### src/rtl/maze_pkg.sv
// Shared maze geometry, probe FSM states and direction indices for maze_wall_probe.
// The optional side-tunnel behaviour (MAZE_TUNNEL_WRAP_EN) lives in maze_probe_addr.
package maze_pkg;

  localparam int TILE_SHIFT = 4;
  localparam int MAP_W      = 40;
  localparam int MAP_H      = 30;
  localparam int BALL_S     = 4;
  localparam int STEP       = 1;

  localparam int DIR_L = 0;
  localparam int DIR_R = 1;
  localparam int DIR_U = 2;
  localparam int DIR_D = 3;

  localparam int NUM_PROBES = 8;

  typedef enum logic [2:0] {
    IDLE,
    LATCH,
    ISSUE,
    DRAIN,
    PUBLISH
  } probe_state_t;

  // Probes are ordered in pairs per direction: 0,1 L / 2,3 R / 4,5 U / 6,7 D.
  function automatic logic [1:0] probe_dir(input logic [2:0] k);
    return k[2:1];
  endfunction

endpackage

### src/rtl/maze_probe_addr.sv
// Combinational probe-point generator: maps (px, py, k) to a tile ROM address plus range flags.
// With MAZE_TUNNEL_WRAP_EN defined, horizontal probes off the left/right edge report tunnel_ok.
module maze_probe_addr
  import maze_pkg::*;
(
  input  logic [9:0]  px,
  input  logic [9:0]  py,
  input  logic [2:0]  k,
  output logic [10:0] map_addr,
  output logic        oob,
  output logic        tunnel_ok
);

  localparam logic signed [10:0] REACH = 11'(BALL_S + STEP);
  localparam logic signed [10:0] HALF  = 11'(BALL_S);
  localparam logic signed [10:0] X_LIM = 11'(MAP_W << TILE_SHIFT);
  localparam logic signed [10:0] Y_LIM = 11'(MAP_H << TILE_SHIFT);

  logic signed [10:0] dx;
  logic signed [10:0] dy;
  logic signed [10:0] x;
  logic signed [10:0] y;
  logic               x_out;
  logic               y_out;
  logic [10:0]        tx;
  logic [10:0]        ty;

  always_comb begin
    dx = '0;
    dy = '0;
    case (probe_dir(k))
      2'(DIR_L): begin dx = -REACH;               dy = k[0] ? HALF : -HALF; end
      2'(DIR_R): begin dx = REACH;                dy = k[0] ? HALF : -HALF; end
      2'(DIR_U): begin dx = k[0] ? HALF : -HALF;  dy = -REACH;              end
      default:   begin dx = k[0] ? HALF : -HALF;  dy = REACH;               end
    endcase

    x     = $signed({1'b0, px}) + dx;
    y     = $signed({1'b0, py}) + dy;
    x_out = (x < 0) || (x >= X_LIM);
    y_out = (y < 0) || (y >= Y_LIM);
    oob   = x_out | y_out;

    tx       = $unsigned(x) >> TILE_SHIFT;
    ty       = $unsigned(y) >> TILE_SHIFT;
    map_addr = oob ? '0 : (ty * 11'(MAP_W) + tx);

`ifdef MAZE_TUNNEL_WRAP_EN
    tunnel_ok = (probe_dir(k) == 2'(DIR_L) || probe_dir(k) == 2'(DIR_R)) && x_out && !y_out;
`else
    tunnel_ok = 1'b0;
`endif
  end

endmodule

### src/rtl/maze_wall_probe.sv
// Per-frame wall probe: samples the ball position, reads 8 corner tiles from the maze ROM and
// publishes the four "move open" flags together. Tunnel handling is selected by MAZE_TUNNEL_WRAP_EN.
module maze_wall_probe
  import maze_pkg::*;
(
  input  logic        Clk,
  input  logic        Reset,
  input  logic        frame_clk,
  input  logic [9:0]  BallX,
  input  logic [9:0]  BallY,
  output logic [10:0] map_addr,
  input  logic        map_rdata,
  output logic        leftwall,
  output logic        rightwall,
  output logic        upwall,
  output logic        downwall,
  output logic        scan_done
);

  probe_state_t state, state_n;
  logic [2:0]   k, k_n;

  logic         sync_q1, sync_q2, sync_d;
  logic         frame_edge;
  logic         pending;
  logic [9:0]   px, py;
  logic [7:0]   wall;
  logic         prev_oob, prev_tun;
  logic         probe_wall;
  logic [10:0]  probe_addr;
  logic         oob, tunnel_ok;
  logic [3:0]   dir_open;

  assign frame_edge = sync_q2 & ~sync_d;

  maze_probe_addr u_probe_addr (
    .px        (px),
    .py        (py),
    .k         (k),
    .map_addr  (probe_addr),
    .oob       (oob),
    .tunnel_ok (tunnel_ok)
  );

  always_ff @(posedge Clk) begin
    if (Reset) begin
      state <= IDLE;
      k     <= '0;
    end else begin
      state <= state_n;
      k     <= k_n;
    end
  end

  always_comb begin
    state_n   = state;
    k_n       = k;
    scan_done = 1'b0;
    map_addr  = '0;
    case (state)
      IDLE:    if (frame_edge) state_n = LATCH;
      LATCH: begin
        state_n = ISSUE;
        k_n     = '0;
      end
      ISSUE: begin
        map_addr = probe_addr;
        if (k == 3'(NUM_PROBES - 1)) state_n = DRAIN;
        else                         k_n     = k + 3'd1;
      end
      DRAIN:   state_n = PUBLISH;
      PUBLISH: begin
        scan_done = 1'b1;
        state_n   = (pending || frame_edge) ? LATCH : IDLE;
      end
      default: state_n = IDLE;
    endcase
  end

  // Read data belongs to the probe issued last cycle, so its range flags are carried along.
  assign probe_wall = prev_oob ? ~prev_tun : map_rdata;

  always_comb begin
    dir_open = '0;
    for (int d = 0; d < 4; d++) begin
      dir_open[d] = ~(wall[2*d] | wall[2*d+1]);
    end
  end

  always_ff @(posedge Clk) begin
    if (Reset) begin
      sync_q1   <= 1'b0;
      sync_q2   <= 1'b0;
      sync_d    <= 1'b0;
      pending   <= 1'b0;
      px        <= '0;
      py        <= '0;
      wall      <= '0;
      prev_oob  <= 1'b0;
      prev_tun  <= 1'b0;
      leftwall  <= 1'b0;
      rightwall <= 1'b0;
      upwall    <= 1'b0;
      downwall  <= 1'b0;
    end else begin
      sync_q1 <= frame_clk;
      sync_q2 <= sync_q1;
      sync_d  <= sync_q2;

      if (state == LATCH) begin
        px <= BallX;
        py <= BallY;
      end

      if (state == ISSUE) begin
        prev_oob <= oob;
        prev_tun <= tunnel_ok;
      end

      // Shift in results oldest-first; after 8 shifts probe 0 sits in bit 0.
      if ((state == ISSUE && k != 3'd0) || state == DRAIN)
        wall <= {probe_wall, wall[7:1]};

      if (state == PUBLISH) begin
        leftwall  <= dir_open[DIR_L];
        rightwall <= dir_open[DIR_R];
        upwall    <= dir_open[DIR_U];
        downwall  <= dir_open[DIR_D];
      end

      if (state == PUBLISH)
        pending <= 1'b0;
      else if (frame_edge && state != IDLE)
        pending <= 1'b1;
    end
  end

endmodule
### config.mk
export PLATFORM = sky130hd
export DESIGN_NAME = maze_wall_probe
export DESIGN_NICKNAME = d
export VERILOG_FILES = /design/src/rtl/maze_pkg.sv /design/src/rtl/maze_probe_addr.sv /design/src/rtl/maze_wall_probe.sv
export SDC_FILE = /design/constraint.sdc
export NUM_CORES = 1
export LEC_CHECK = 0
export BUFFER_PORTS_ARGS = -buffer_cell sky130_fd_sc_hd__buf_2
export CORE_ASPECT_RATIO = 0.7
export CORE_MARGIN = 2
export CORE_UTILIZATION = 40
export CTS_CLUSTER_SIZE = 28
export DETAILED_ROUTE_END_ITERATION = 16
export HOLD_SLACK_MARGIN = 0.08
export REMOVE_ABC_BUFFERS = 1
export SETUP_SLACK_MARGIN = 0.5
export SYNTH_ARGS = -nofsm -noshare
export SYNTH_HDL_FRONTEND = slang
export SYNTH_SLANG_ARGS = --single-unit
### constraint.sdc
create_clock -name Clk -period 14.3 [get_ports Clk]
set_input_delay 2.86 -clock Clk [delete_from_list [all_inputs] [get_ports Clk]]
set_output_delay 2.86 -clock Clk [all_outputs]
set_load 0.1 [all_outputs]
Word level (Yosys, flattened, before mapping)
Index checks and enable logic that the tools add are counted.
- input port bits: 24
- bits in registers: 43
- multiply operators: 1
- muxes and demuxes: 13
- $lt $le $gt $ge: 4
- bitwise operators: 11
- reductions and logical operators: 15
- add/subtract/negate cells: 4
- equal/unequal tests: 10
- operators with widths (kind ; number):
    $pmux W11 S2 ; 2
    $mux W11 ; 3
    $add A11 B11 Y11 ; 2
    $lt A11 B1 Y1 const B ; 2
    $pmux W3 S5 ; 1
    $add A11 B7 Y11 ; 1
    $ge A11 B10 Y1 const B ; 1
    $ge A11 B11 Y1 const B ; 1
    $mux W3 ; 3
    $mul A7 B3 Y8 const B ; 1
    $eq A3 B2 Y1 const B ; 2
    $eq A3 B3 Y1 const B ; 2
    $ne A2 B2 Y1 const B ; 3
    $pmux W3 S2 ; 1
    $reduce_bool A3 Y1 ; 2
    $not A1 Y1 ; 5
    $or A1 B1 Y1 ; 5
    $logic_or A1 B1 Y1 ; 4
    $reduce_and A2 Y1 ; 2
    $reduce_or A2 Y1 ; 2
    $add A3 B1 Y3 const B ; 1
    $eq A3 B1 Y1 const B ; 1
    $logic_not A3 Y1 ; 1
    $mux W1 ; 3
    other kinds (6) ; 7

Longest topological paths before layout
- word-level depth: 9
- gate-level depth with buffers: 21

Modules after synthesis
From an unflattened synthesis, not the netlist that was laid out.
- cell total of the unflattened synthesis: 398
- area, all modules: 3399.5 um2
- by module, submodules not included (module ; area each (um2) ; cells an instance ; times used):
    maze_wall_probe ; 1824.2 ; 202 ; 1
    maze_probe_addr ; 1575.3 ; 196 ; 1

Worst setup path before layout
OpenSTA, ideal clock, no wires.
- path kind: reg-to-output
- start point: register k[2]
- end point: output port map_addr[6]
- stages on the path, launching flop included: 14
- buffers on the path: 1
- slack: 6235 ps
- data required time: 11440 ps
- arrival time: 5205 ps
- path through: dfxtp_1 buf_4 mux2i_1 ha_1 a21oi_1 o21ai_1 a21o_1 a21oi_1 xnor2_1 ha_1 ha_1 ha_1 nor2b_1 nor3_1
- longest elaborated chain between the ends: 9
- elaborated cells on any way between the ends: 19
- ends and longest elaborated chain (item ; RTL line ; RTL):
    from (decl) ; maze_wall_probe.sv:21 ; logic [2:0] k, k_n;
    from (signal assigned) ; maze_wall_probe.sv:51 ; k <= k_n;
    branches (longest 7 deep; another with $add A11 B11 Y11) ; -- ;
    $mux W11 * ; maze_probe_addr.sv:46 ; map_addr = oob ? '0 : (ty * 11'(MAP_W) + tx);
    $mux W11 * ; maze_wall_probe.sv:60 ; case (state)
    to (decl) ; maze_wall_probe.sv:11 ; output logic [10:0] map_addr,
Every way passes the cells marked *.

Worst setup path after layout
- start point: register k[2]
- end point: output port map_addr[10]
Same word-level chain as after synthesis.

==> key figures <==
Logic synthesis
  • Synthesized netlist cell count: 371
  • Sequential fraction of the synthesis area: 0.286
  • Post-Synthesis Cell Area: 3010 um2
  • Post-synthesis async set-or-reset flop share: 0
  • Most instantiated flip-flop cell in the synthesis netlist: dfxtp_1
  • Number of synthesized register bits: 43
  • Number of library cell types mapped by synthesis: 49
  • Synth Area per Inst: 8.11 um2
  • Yosys synthesis warning count: 0
  • Number of flops mapped to enable cells by yosys: 0

STA
  • Setup TNS: 0 ns
  • Worst-margin pin slew: 0.996 ns
  • Final count of pins violating max slew: 0
  • Portion of the clock cycle consumed by the worst path in the final layout: 0.549
  • Final setup fails: 0
  • Final Hold Vio Count: 0
  • Hold Worst Slack: 0.438 ns
  • Maximum clock rate: 127 MHz
  • Skew final: 0.00838 ns
  • Unrepaired setup endpoints after global routing: false
  • Worst relative slew slack: 0.334
  • Final period demand of the worst path: 7.85 ns

Layout
  • Net count reported at finish: 466
  • Most common library cell in the layout ignoring fill and taps: nand2_1
  • Antenna fix cells: 0
  • Layout cell share with drive strength beyond 1: 0.164
  • Area Overhead vs Synth: 12.4%
  • Leading cell types in the layout, fill and taps excluded: nand2_1, a21oi_1, dfxtp_1, buf_2, ha_1

Clocking
  • CTS tree: done
  • Root buffer selected by CTS: clkbuf_8
  • CTS Buffer Depth: 2
  • Number of sinks driven by the clock tree: 43
  • Number of clock buffers inserted by TritonCTS: 5
  • Clock edge transition at the registers on the reported setup and hold paths: 0.08 ns
  • Number of levels the H-tree was split into: 2
  • Post-CTS Setup Inserts: 0
  • Insertion delay of the later-clocked pin in the worst-skew pair: 0.30 ns
  • Number of instances resized during post-cts repair: 0
  • Hold-fix buffer count after cts: 0

Worst setup path
  • Critical path data arrival time: 4.99 ns
  • Category of the worst setup path launch point: register
  • Path type of the worst setup path: reg -> out
  • Register-to-register path setup slack: 10.79 ns
  • R2r worst-path depth: 8
  • Worst-path fanout max: 9
  • Capturing element type of the critical path: primary output
  • Required time of the worst setup path: 11.44 ns
  • Reg2Reg Capture Point: prev_oob
  • Crit Reg-Reg Startpoint: k[2]

Global routing
  • Wire length of the first global-routing pass: 11400 um
  • Vias in the first global route: 2383
  • Initial antenna violation count: 0
  • Congestion Overflow GR: 0
  • Largest net degree at the start of global routing: 44
  • Global routing usage summed across all routing layers: 0.168

Detailed routing
  • Initial detailed-routing violation count: 128
  • DR vias/cell: 5.07
  • Number of iterations in the first detailed-routing pass: 4
  • Remaining DRCs: 0
  • Post-DR wirelength/cell: 13.1 um
  • Vias: 2541
  • Number of routed nets with antenna violations: 0
  • Total Wirelength: 6570 um

Power and ir drop
  • P_leak: 0.00144 uW
  • IR drop worst, VDD: 0.0426 mV
  • Power per unit of standard cell area: 103 nW/um2

Place
  • Placer congestion estimate: 0.911
  • Total of buffers placed on input and output ports: 39
  • Final HPWL DP: 4930 um

Hold path
  • Worst Hold Depth: 1
  • Start point of the worst min-delay path: sync_q1
  • Class of the tightest hold or removal check: reg -> reg
  • Worst hold endpoint: sync_q2

Floorplan
  • Total die area: 8240 um2
  • Overall die height: 76.6 um
  • Number of ports placed on the die boundary: 40
  • Effective utilization at floorplan: 0.413
  • Width of the chip: 108 um
  • Site row count: 26
  • Core Box Area: 7290 um2

Outcome
  • Run status: finished, final reports clean

Job
  • Max Cap Violations: 0
-- per-layer routing --
layer | vias to the layer above | GRT usage | routed length, um
met4 | 0 | 0.0295 | 38
met3 | 6 | 0.0359 | 343
met5 | - | 0 | 0
met1 | 1142 | 0.242 | 3370
met2 | 57 | 0.261 | 2820
li1 | 1336 | - | -
-- cell families after synthesis --
kind of cell | Yosys count | synth area share
XOR/XNOR | 19 | 0.0553
flip-flops | 43 | 0.286
multiplexers | 9 | 0.0300
adder cells (fa/ha/maj) | 40 | 0.176
AND/OR/NAND/NOR | 143 | 0.227
buffers and inverters | 33 | 0.0449
AO/OA/AOI/OAI | 84 | 0.181
-- report_power, final --
| group | switching [uW] | total, uW | internal, uW |
|---|---|---|---|
| Combinational | 67.0 | 127 | 59.8 |
| Clock | 43.2 | 99.8 | 56.6 |
| Sequential | 1.52 | 123 | 122 |
| Total | 112 | 350 | 238 |
-- cell type report --
cell class / instances / area (um2)
well taps: 98 / 123
multi-input cells: 295 / 2010
fillers: 730 / 3910
clock buffers: 6 / 82.6
flip-flops and latches: 43 / 861
inverters: 17 / 63.8
clock inverters: 2 / 35.0
repair buffers: 40 / 203
-- through the flow --
stage	instances	instance area [um2]	utilization	power (uW)	worst slack (ns)
3_5_place_dp	493	3260	0.448	253	6.77
6_report	501	3380	0.464	350	6.45
5_1_grt	501	3380	0.464	377	5.83
2_1_floorplan	355	2940	-	228	6.21
4_1_cts	501	3380	0.464	355	6.43
3_3_place_gp	493	3260	0.448	250	6.93
-- how the worst max path moves through the flow --
stage	startpoint	to	slack [ns]	cells after the start
after floorplan	k[2]	map_addr[6]	6.21	12
after global placement	k[2]	map_addr[10]	6.93	16
after detailed placement	k[2]	map_addr[10]	6.77	16
after CTS	k[2]	map_addr[10]	6.43	16
after global routing	k[2]	map_addr[10]	5.83	16
final	k[2]	map_addr[10]	6.45	16
-- synthesized netlist by cell type (2+ instances only) --
master | n | share of area
inv_1 | 17 | 0.021
a21oi_1 | 47 | 0.078
mux2i_1 | 9 | 0.030
ha_1 | 36 | 0.15
nand4_1 | 2 | 0.0042
and2_1 | 4 | 0.0083
fa_1 | 4 | 0.027
nand3b_1 | 2 | 0.0050
nor3_1 | 10 | 0.017
nor3b_1 | 2 | 0.0050
nand3_1 | 9 | 0.015
dfxtp_1 | 43 | 0.29
o21a_1 | 2 | 0.0050
xnor2_1 | 15 | 0.044
o211ai_2 | 2 | 0.0083
nand2_1 | 55 | 0.069
a21boi_0 | 2 | 0.0050
nor2_2 | 10 | 0.021
a211oi_1 | 4 | 0.010
a21o_1 | 7 | 0.017
and3_1 | 3 | 0.0062
o21ai_0 | 5 | 0.0083
nor2b_1 | 7 | 0.015
nand2b_1 | 2 | 0.0042
xor2_1 | 4 | 0.012
nor2_1 | 30 | 0.037
or3_1 | 2 | 0.0042
o31ai_1 | 3 | 0.0075
clkbuf_1 | 13 | 0.016
-- state kept, by name (all words and copies together) (netlist names) --
name and count:
downwall 1, k 3, leftwall 1, pending 1, prev_oob 1, px 10
py 10, rightwall 1, state 3, sync_d 1, sync_q1 1, sync_q2 1
upwall 1, wall 8
-- worst max-delay path: stages (launching register included) --
cell and delay, ns:
dfxtp_1 0.51, mux2i_1 0.65, ha_1 0.41, a21oi_1 0.23, a21boi_0 0.12, o21ai_0 0.26
nand2b_1 0.09, a21oi_1 0.17, xnor2_1 0.11, ha_1 0.33, inv_1 0.07, fa_1 0.46
xnor2_1 0.28, nor4bb_1 0.38, xnor2_1 0.12, nor2_2 0.08, buf_2 0.43
(Power assumes the default switching activity.)
